<file path="src/rtl/pwm_capture.sv">
// Measures period and high time of one asynchronous PWM line and reports the duty cycle on a 0..255 scale.
// A line with no rising edge for TIMEOUT cycles is flagged stuck and reported as 0 or 255.
module pwm_capture #(
  parameter int CNT_W   = 16,
  parameter int TIMEOUT = 1024
) (
  input  logic             clock,
  input  logic             reset,
  input  logic             enable,
  input  logic             pwm_in,
  output logic [7:0]       duty,
  output logic [CNT_W-1:0] period,
  output logic [CNT_W-1:0] high_time,
  output logic             duty_valid,
  output logic             locked,
  output logic             stuck
);
  localparam int NW = CNT_W + 8;
  localparam logic [CNT_W-1:0] TMO = CNT_W'(TIMEOUT);

  typedef enum logic [1:0] {IDLE, SYNC, MEASURE, DIVIDE} state_t;
  state_t state, state_nxt;

  logic             s_m, s, s_d;
  logic             rise, tgl, timeout, div_last, div_done, fit;
  logic [CNT_W-1:0] per_cnt, hi_cnt, per_l, hi_l;
  logic [NW-1:0]    num, trial;
  logic [7:0]       quo, quo_nxt;
  logic [3:0]       step;
  logic [2:0]       bit_idx;

  // Synchronizer keeps running while disabled so re-enable never sees a stale edge.
  always_ff @(posedge clock) begin
    if (reset) begin
      s_m <= 1'b0;
      s   <= 1'b0;
      s_d <= 1'b0;
    end else begin
      s_m <= pwm_in;
      s   <= s_m;
      s_d <= s;
    end
  end

  assign rise     = s & ~s_d;
  assign tgl      = s ^ s_d;
  assign timeout  = (per_cnt == TMO) && ((state == MEASURE) || ((state == SYNC) && !stuck));
  assign div_last = (state == DIVIDE) && (step == 4'd7);
  assign div_done = (state == DIVIDE) && (step == 4'd8);
  assign bit_idx  = 3'd7 - step[2:0];
  assign trial    = {8'd0, per_l} << bit_idx;
  assign fit      = (num >= trial);

  always_comb begin
    quo_nxt = quo;
    if (fit) quo_nxt[bit_idx] = 1'b1;
  end

  always_ff @(posedge clock) begin
    if (reset || !enable) state <= IDLE;
    else                  state <= state_nxt;
  end

  always_comb begin
    state_nxt = state;
    case (state)
      IDLE:    state_nxt = SYNC;
      SYNC:    if (!timeout && rise) state_nxt = MEASURE;
      MEASURE: if (timeout) state_nxt = SYNC;
               else if (rise) state_nxt = DIVIDE;
      DIVIDE:  if (div_done) state_nxt = MEASURE;
      default: state_nxt = IDLE;
    endcase
  end

  always_ff @(posedge clock) begin
    if (reset || !enable) begin
      per_cnt <= '0;
      hi_cnt  <= '0;
    end else if (rise) begin
      per_cnt <= CNT_W'(1);
      hi_cnt  <= CNT_W'(1);
    end else begin
      if (per_cnt != TMO) per_cnt <= per_cnt + CNT_W'(1);
      if (s && (hi_cnt != '1)) hi_cnt <= hi_cnt + CNT_W'(1);
    end
  end

  // Restoring divider: high*255 / period, one quotient bit per cycle, MSB first.
  // Step 8 is a dead cycle so a rise right after the report is still discarded.
  always_ff @(posedge clock) begin
    if (reset || !enable) begin
      per_l <= '0;
      hi_l  <= '0;
      num   <= '0;
      quo   <= '0;
      step  <= '0;
    end else if ((state == MEASURE) && rise && !timeout) begin
      per_l <= per_cnt;
      hi_l  <= hi_cnt;
      num   <= ({8'd0, hi_cnt} << 8) - {8'd0, hi_cnt};
      quo   <= '0;
      step  <= '0;
    end else if (state == DIVIDE) begin
      step <= step + 4'd1;
      if (!step[3] && fit) begin
        num <= num - trial;
        quo <= quo_nxt;
      end
    end
  end

  always_ff @(posedge clock) begin
    if (reset || !enable) begin
      duty       <= '0;
      period     <= '0;
      high_time  <= '0;
      duty_valid <= 1'b0;
      locked     <= 1'b0;
      stuck      <= 1'b0;
    end else begin
      duty_valid <= 1'b0;
      if (div_last) begin
        duty       <= quo_nxt;
        period     <= per_l;
        high_time  <= hi_l;
        duty_valid <= 1'b1;
        locked     <= 1'b1;
        stuck      <= 1'b0;
      end else if (timeout) begin
        duty       <= {8{s}};
        period     <= '0;
        high_time  <= '0;
        duty_valid <= 1'b1;
        locked     <= 1'b0;
        stuck      <= 1'b1;
      end else if (stuck && tgl) begin
        duty       <= {8{s}};
        duty_valid <= 1'b1;
      end
    end
  end

endmodule

</file>
<file path="config.mk">
export PLATFORM = sky130hd
export DESIGN_NAME = pwm_capture
export DESIGN_NICKNAME = d
export VERILOG_FILES = /design/src/rtl/pwm_capture.sv
export SDC_FILE = /design/constraint.sdc
export NUM_CORES = 1
export LEC_CHECK = 0
export ABC_CLOCK_PERIOD_IN_PS = 4800
export CAP_MARGIN = 25
export CORE_MARGIN = 5
export CORE_UTILIZATION = 55
export CTS_BUF_LIST = sky130_fd_sc_hd__clkbuf_8 sky130_fd_sc_hd__clkbuf_16
export CTS_CLUSTER_DIAMETER = 100
export DETAILED_ROUTE_END_ITERATION = 12
export PLACE_DENSITY_LB_ADDON = 0.15
export SLEW_MARGIN = 5
export SYNTH_ARGS = -nofsm -noshare
export SYNTH_HDL_FRONTEND = slang
export SYNTH_SLANG_ARGS = --single-unit
export TNS_END_PERCENT = 5
</file>
<file path="constraint.sdc">
create_clock -name clock -period 4.8 [get_ports clock]
set_clock_uncertainty 0.1 [all_clocks]
set_input_delay 0.96 -clock clock [delete_from_list [all_inputs] [get_ports clock]]
set_output_delay 0.96 -clock clock [all_outputs]
set_load 0.02 [all_outputs]
</file>
==> summary.md <==
| Metric | Value |
|---|---|
| Gr ovfl total | 0 |
| Sw Share | 0.235 |
| Hold Path Sink | s |
| Die ar. | 0.0178 mm² |
| Gr usage total | 0.244 |
| WP data required | 5.00 ns |
| Min cycle time layout | 3.94 ns |
| Max IR drop VDD | 259 µV |
| Vias per inst | 5.95 |
| Status | finished clean |
| Post-CTS Setup Bufs | 0 |
| Gr busiest metal | met2 |
| Sequential share of power | 0.470 |
| Total Wirelength | 21.6 mm |
| ANT cells | 0 |
| Comb power frac | 0.033 |
| Cell area after synthesis | 0.00838 mm² |
| Crit path max-delay family | compound AO/OA/AOI/OAI gates |
| HP Class | flip-flop to flip-flop |
| Worst r2r src | step[1] |
| Max-Slew Margin vs Limit | 0.423 |
| RSZ-0062 raised after global routing | false |
| Final Setup Violations | 0 |
| CTS tree | built |
| Final Power | 0.00263 W |
| Floorplan Core Area | 0.0151 mm² |
| Hold depth | 1 |
| Fin Hold WS | 0.342 ns |
| Most common cell after layout, fill and taps aside | dfxtp_1 |
| Final Net Count | 1,091 |
| Max Freq | 254 MHz |
| Pleak | 3.47 nW |
| Hold Violations, Final | 0 |
| Initial antenna violation count | 0 |
| Crit end category | flip-flop |
| M3 GR Usage | 0.0502 |
| Drt pass-1 iters | 5 |
| Worst-margin pin slew | 0.866 ns |
| DP HPWL | 15.6 mm |
| Number of max-cap violations | 0 |
| Post-synthesis area per instance | 8.11 µm² |
| Met1 Use GR | 0.335 |
| Area Growth Syn to Fin | 13.2% |
| Reg2reg setup slack | 0.86 ns |
| Routed wire length per instance | 17.3 µm |
| Multi-input gate area | 0.00503 mm² |
| Post-synthesis sequential area ratio | 0.354 |
| Fin crit share | 0.822 |
| Post-synth ARST share | 0 |
| Met2 Use GR | 0.398 |
| Clock slew at reported path FFs | 0.07 ns |
| RePlAce Congestion | 0.937 |
| Flops & latches, synth | 148 |
| Instance count of the mapped netlist | 1,033 |
| Clock Tree Buf Depth | 2 |
| Via Count | 7,428 |
| Worst Path Buf+Inv | 1 |
| CTS Hold Bufs | 0 |
| Cell Chain, Critical Path | buf_4 > mux2_2 > nand2_1 > o21ai_0 > mux2i_1 > ha_1 > a21oi_1 > nand2_1 > o211ai_1 > a22oi_1 > a211oi_1 > o21ai_1 > mux2i_1 > or3_1 |
| Path depth of the worst reg2reg path | 14 |
| I/O pin cnt | 47 |
| Clock power frac | 0.497 |
| Post-cts resize count | 0 |
| Reg area | 0.00296 mm² |
| Die height | 133 µm |
| Post-DRT Antenna Nets | 0 |
| Max H-tree Level | 4 |
| Sw Pwr | 0.000618 W |
| Predominant post-synthesis flop cell | dfxtp_1 |
| Vias in the first global route | 6,891 |
| # port buffers | 46 |
| Initial DRC count | 556 |
| Num CTS Buffers | 17 |
| Yosys warnings | 0 |
| Clock Latency Late Sink | 0.43 ns |
| CP arrival | 4.15 ns |
| Worst r2r dst | num[23] |
| First-pass GRT wire length | 35.5 mm |
| Die width | 133 µm |
| Initial Utilization | 0.555 |
| Internal power | 0.00201 W |
| # fillers | 1,363 |
| Root buf cell | clkbuf_16 |
| Layout cell share with drive strength beyond 1 | 0.0745 |
| Slew Limit Fails | 0 |
| Critical Path Start Type | flip-flop |
| Pwr per Cell Area | 277 mW/mm² |
| Post-synth EDFFs | 0 |
| Max Fanout on Critical Path | 18 |
| Most frequent cells in the layout | dfxtp_1 (148), nor2_1 (138), nand2_1 (119) |
| Slowest CP cell | dfxtp_1 |
| Syn_nets | 1,076 |
| Crit Path Class | flip-flop to flip-flop |
| FP Rows | 45 |
| Drt drc | 0 |
| TritonCTS Sinks | 148 |
| Critical path's largest stage delay | 0.55 ns |
| Number of library cell types mapped by synthesis | 72 |
| Setup TNS | 0 ns |
| Largest net degree at the start of global routing | 59 |
| Hold path start | s_m |
power by group through the flow:
| stage | clock network (W) | logic [W] | registers (W) |
|---|---|---|---|
| 5_1_grt | 0.00138 | 0.0000938 | 0.00123 |
| 2_1_floorplan | 0 | 0.0000635 | 0.00126 |
| 4_1_cts | 0.00132 | 0.0000859 | 0.00124 |
| 3_3_place_gp | 0 | 0.0000851 | 0.00126 |
| 3_5_place_dp | 0 | 0.0000853 | 0.00126 |
| 6_report | 0.00131 | 0.0000858 | 0.00124 |
cell type report:
class,instances,area share
Clock buffer,19,0.0478
Clock inverter,13,0.0131
Inverter,31,0.0123
Multi-Input combinational cell,790,0.530
Sequential cell,148,0.312
Tap cell,188,0.0248
Timing Repair Buffer,60,0.0596
Yosys cell counts (3+ instances only):
cell      count  area share
mux4_2        6       0.016
a21oi_1     100       0.060
o21bai_1      5      0.0045
a211oi_1     20       0.018
ha_1         38       0.057
or3_1        11      0.0082
inv_1        29       0.013
buf_6         3      0.0040
o21a_1        5      0.0045
a41o_1        3      0.0036
xor2_1       26       0.027
mux2_2        4      0.0054
a31oi_1      12      0.0090
a22oi_1      36       0.032
o21ai_0      29       0.017
o22ai_1       4      0.0030
and2_1        5      0.0037
nor2b_1      12      0.0090
dfxtp_1     148        0.35
buf_1         5      0.0022
nand2_1     119       0.053
and3_1        9      0.0067
a311oi_1      3      0.0031
mux2i_1      29       0.035
clkbuf_1     43       0.019
nor4_1        4      0.0030
nand2b_1     10      0.0075
xnor2_1      35       0.037
nand4_1       9      0.0067
o21ai_1       4      0.0024
a21o_1        9      0.0081
o211ai_1      3      0.0027
o21ai_2       3      0.0031
nor2_1      138       0.062
nand3_1      33       0.020
nor3_1       20       0.012
buf_2        11      0.0066
or2_2         3      0.0022
a221oi_1      3      0.0031
worst max path at each step:
stage	end	startpoint	slack (ns)	cells after the start
after floorplan	num[23]	step[1]	1.33	13
after global placement	num[23]	step[1]	1.07	15
after detailed placement	num[23]	step[1]	0.94	14
after CTS	num[23]	step[1]	0.90	14
after global routing	num[1]	step[1]	0.50	15
final	num[23]	step[1]	0.86	14
flip-flops by register name (all words and copies together) (netlist names):
name	count
num	24
hi_cnt	16
hi_l	16
high_time	16
per_cnt	16
per_l	16
period	16
duty	8
quo	8
step	4
state	2
duty_valid	1
locked	1
s	1
s_d	1
s_m	1
stuck	1
kinds of logic after synthesis:
kind of cell / after synthesis / share of synthesized area
flip-flops: 148 / 0.354
AO/OA/AOI/OAI: 262 / 0.201
adder cells (fa/ha/maj): 39 / 0.0591
XOR/XNOR: 62 / 0.0657
AND/OR/NAND/NOR: 388 / 0.216
buffers and inverters: 95 / 0.0478
multiplexers: 39 / 0.0562
worst register-to-register path, delay by kind of cell, from the launching register on:
family	cells	cell delay (ns)
fa+ha+maj	1	0.31
simple gates	3	0.48
flops	1	0.55
compound gates	6	1.35
mux	3	0.71
buf+inv	1	0.32
through the flow:
| step | worst slack (ns) | utilization | instances | area (µm²) |
|---|---|---|---|---|
| after floorplan | 1.33 | - | 1033 | 8380 |
| after CTS | 0.896 | 0.628 | 1249 | 9480 |
| after detailed placement | 0.941 | 0.590 | 1217 | 8910 |
| after global routing | 0.501 | 0.628 | 1249 | 9480 |
| after global placement | 1.07 | 0.590 | 1217 | 8910 |
| final | 0.856 | 0.628 | 1249 | 9480 |
per-layer routing:
layer | wire [µm] | part of all wire
met1 | 10100 | 0.47
met4 | 247 | 0.011
met3 | 1050 | 0.049
met5 | 0 | 0
met2 | 10200 | 0.47
Note: power is estimated with default switching activity, not from simulation.
==> RTL edit: new RTL, same settings <==
Set the parameter `CNT_W` to 20 (it was 16).
--- a/src/rtl/pwm_capture.sv
+++ b/src/rtl/pwm_capture.sv
@@ -1,7 +1,7 @@
 // Measures period and high time of one asynchronous PWM line and reports the duty cycle on a 0..255 scale.
 // A line with no rising edge for TIMEOUT cycles is flagged stuck and reported as 0 or 255.
 module pwm_capture #(
-  parameter int CNT_W   = 16,
+  parameter int CNT_W   = 20,
   parameter int TIMEOUT = 1024
 ) (
   input  logic             clock,
Interface: changed (resized high_time and period); port bits go from 47 to 55. The function was not compared with the original's and may differ.
==> RTL edit against the original RTL <==
  * Total power up 12%
  * Sequential share of layout area up 0.22 points
  * Area after synthesis up 19%
  * Wire length up 28%
  * Sequential cell count up 28
  * Worst setup slack worse by 0.55 ns
  * Design area up 18%
==> RTL edit: results (changes against the original RTL) <==
hold path startpoint quo[6] (was s_m); worst hold margin 0.346 ns (was 0.342 ns); XOR/XNOR Fraction of Synth Area 7.10% (was 6.57%); R2R Path End num[14] (was num[23]); largest net degree at the start of global routing 58 (was 59); Net Sw Power 759 uW (was 618 uW); Peak VDD IR 0.238 mV (was 0.259 mV); initial drt markers 782 (was 556); Syn Area/Cell 8.07 um2 (was 8.11 um2); Post-Syn Area 0.00999 mm2 (was 0.00838 mm2); max reg flops 28 (was 24); Seq area share 31.5% (was 31.2%); layout cells sized above 1 6.28% (was 7.45%); Tot GR Track Use 26.7% (was 24.4%); bufs w/o clock 67 (was 60); area of the multi-input gates 0.00599 mm2 (was 0.00503 mm2); crit path time final 4.50 ns (was 3.94 ns); Hold Crit Depth 2 (was 1); Lkg Pwr 4.07 nW (was 3.47 nW); crit-path leading delay family compound AO/OA/AOI/OAI gates (unchanged); post-DP HPWL 19,900 um (was 15,600 um); max_slew headroom 53.1% (was 42.3%); reg2reg setup slack 0.30 ns (was 0.86 ns); Yosys reg bits 176 (was 148); first-pass GRT wire length 44,700 um (was 35,500 um); mux cell area share after synthesis 4.98% (was 5.62%); largest fanout on the critical path 22 (was 18); vias after detailed routing 8,914 (was 7,428); Buffers on Ports 54 (was 46); nets@finish 1,295 (was 1,091); Post-Synth Adder-Cell Area 5.96% (was 5.91%); Compound-Gate Fraction of Synth Area 21.3% (was 20.1%); pre-CTS worst setup slack 0.379 ns (was 0.941 ns); fill count 1,616 (was 1,363); synth cell count leaders dfxtp_1 (176), nand2_1 (168), nor2_1 (135) (was dfxtp_1 (148), nor2_1 (138), nand2_1 (119)); status completed (unchanged); max incr delay on CP 0.71 ns (was 0.55 ns); Non-clk invs 40 (was 31); number of global-route vias before repair 8,427 (was 6,891); final instance area 0.0112 mm2 (was 0.00948 mm2); vias per cell 6.00 (was 5.95); sequential area share after synthesis 35.3% (was 35.4%); power per standard cell area 264 mW/mm2 (was 277 mW/mm2); Post-Route WL 27,600 um (was 21,600 um); largest cells by area after synthesis dfxtp_1 (35%), nand2_1 (6.3%), ha_1 (5.8%) (was dfxtp_1 (35%), nor2_1 (6.2%), a21oi_1 (6.0%)); Cell variety after synth 78 (was 72); non-clk buf share 5.81% (was 5.96%); Inst Count DP 1,454 (was 1,217); Placed Area 0.0106 mm2 (was 0.00891 mm2); hold endpoint quo[6] (was s); multi-input gates 942 (was 790)
## RTL edit: changes by cell type after synthesis, sizes merged, moves of 9 or more
cell | unedited run | this run
o21ai | 36 | 47
a21oi | 102 | 113
inv | 29 | 39
nand2 | 120 | 168
dfxtp | 148 | 176
xnor2 | 36 | 51
buf | 21 | 30
and3 | 9 | 18
## RTL edit: cells by family after synthesis
kind of cell / count (synthesis)
multiplexers: 37
XOR/XNOR: 81
buffers and inverters: 120
AND/OR/NAND/NOR: 452
adder cells (fa/ha/maj): 47
flip-flops: 176
AO/OA/AOI/OAI: 325
## RTL edit: metal layers
layer | track usage, % | up-vias | share of wire (%) | wire length, um
li1 | - | 4413 | - | -
met1 | 37.8 | 4183 | 48 | 13200
met2 | 40.4 | 265 | 44 | 12100
met3 | 5.06 | 53 | 5.4 | 1490
met4 | 9.82 | 0 | 2.9 | 809
met5 | 0 | - | 0 | 0
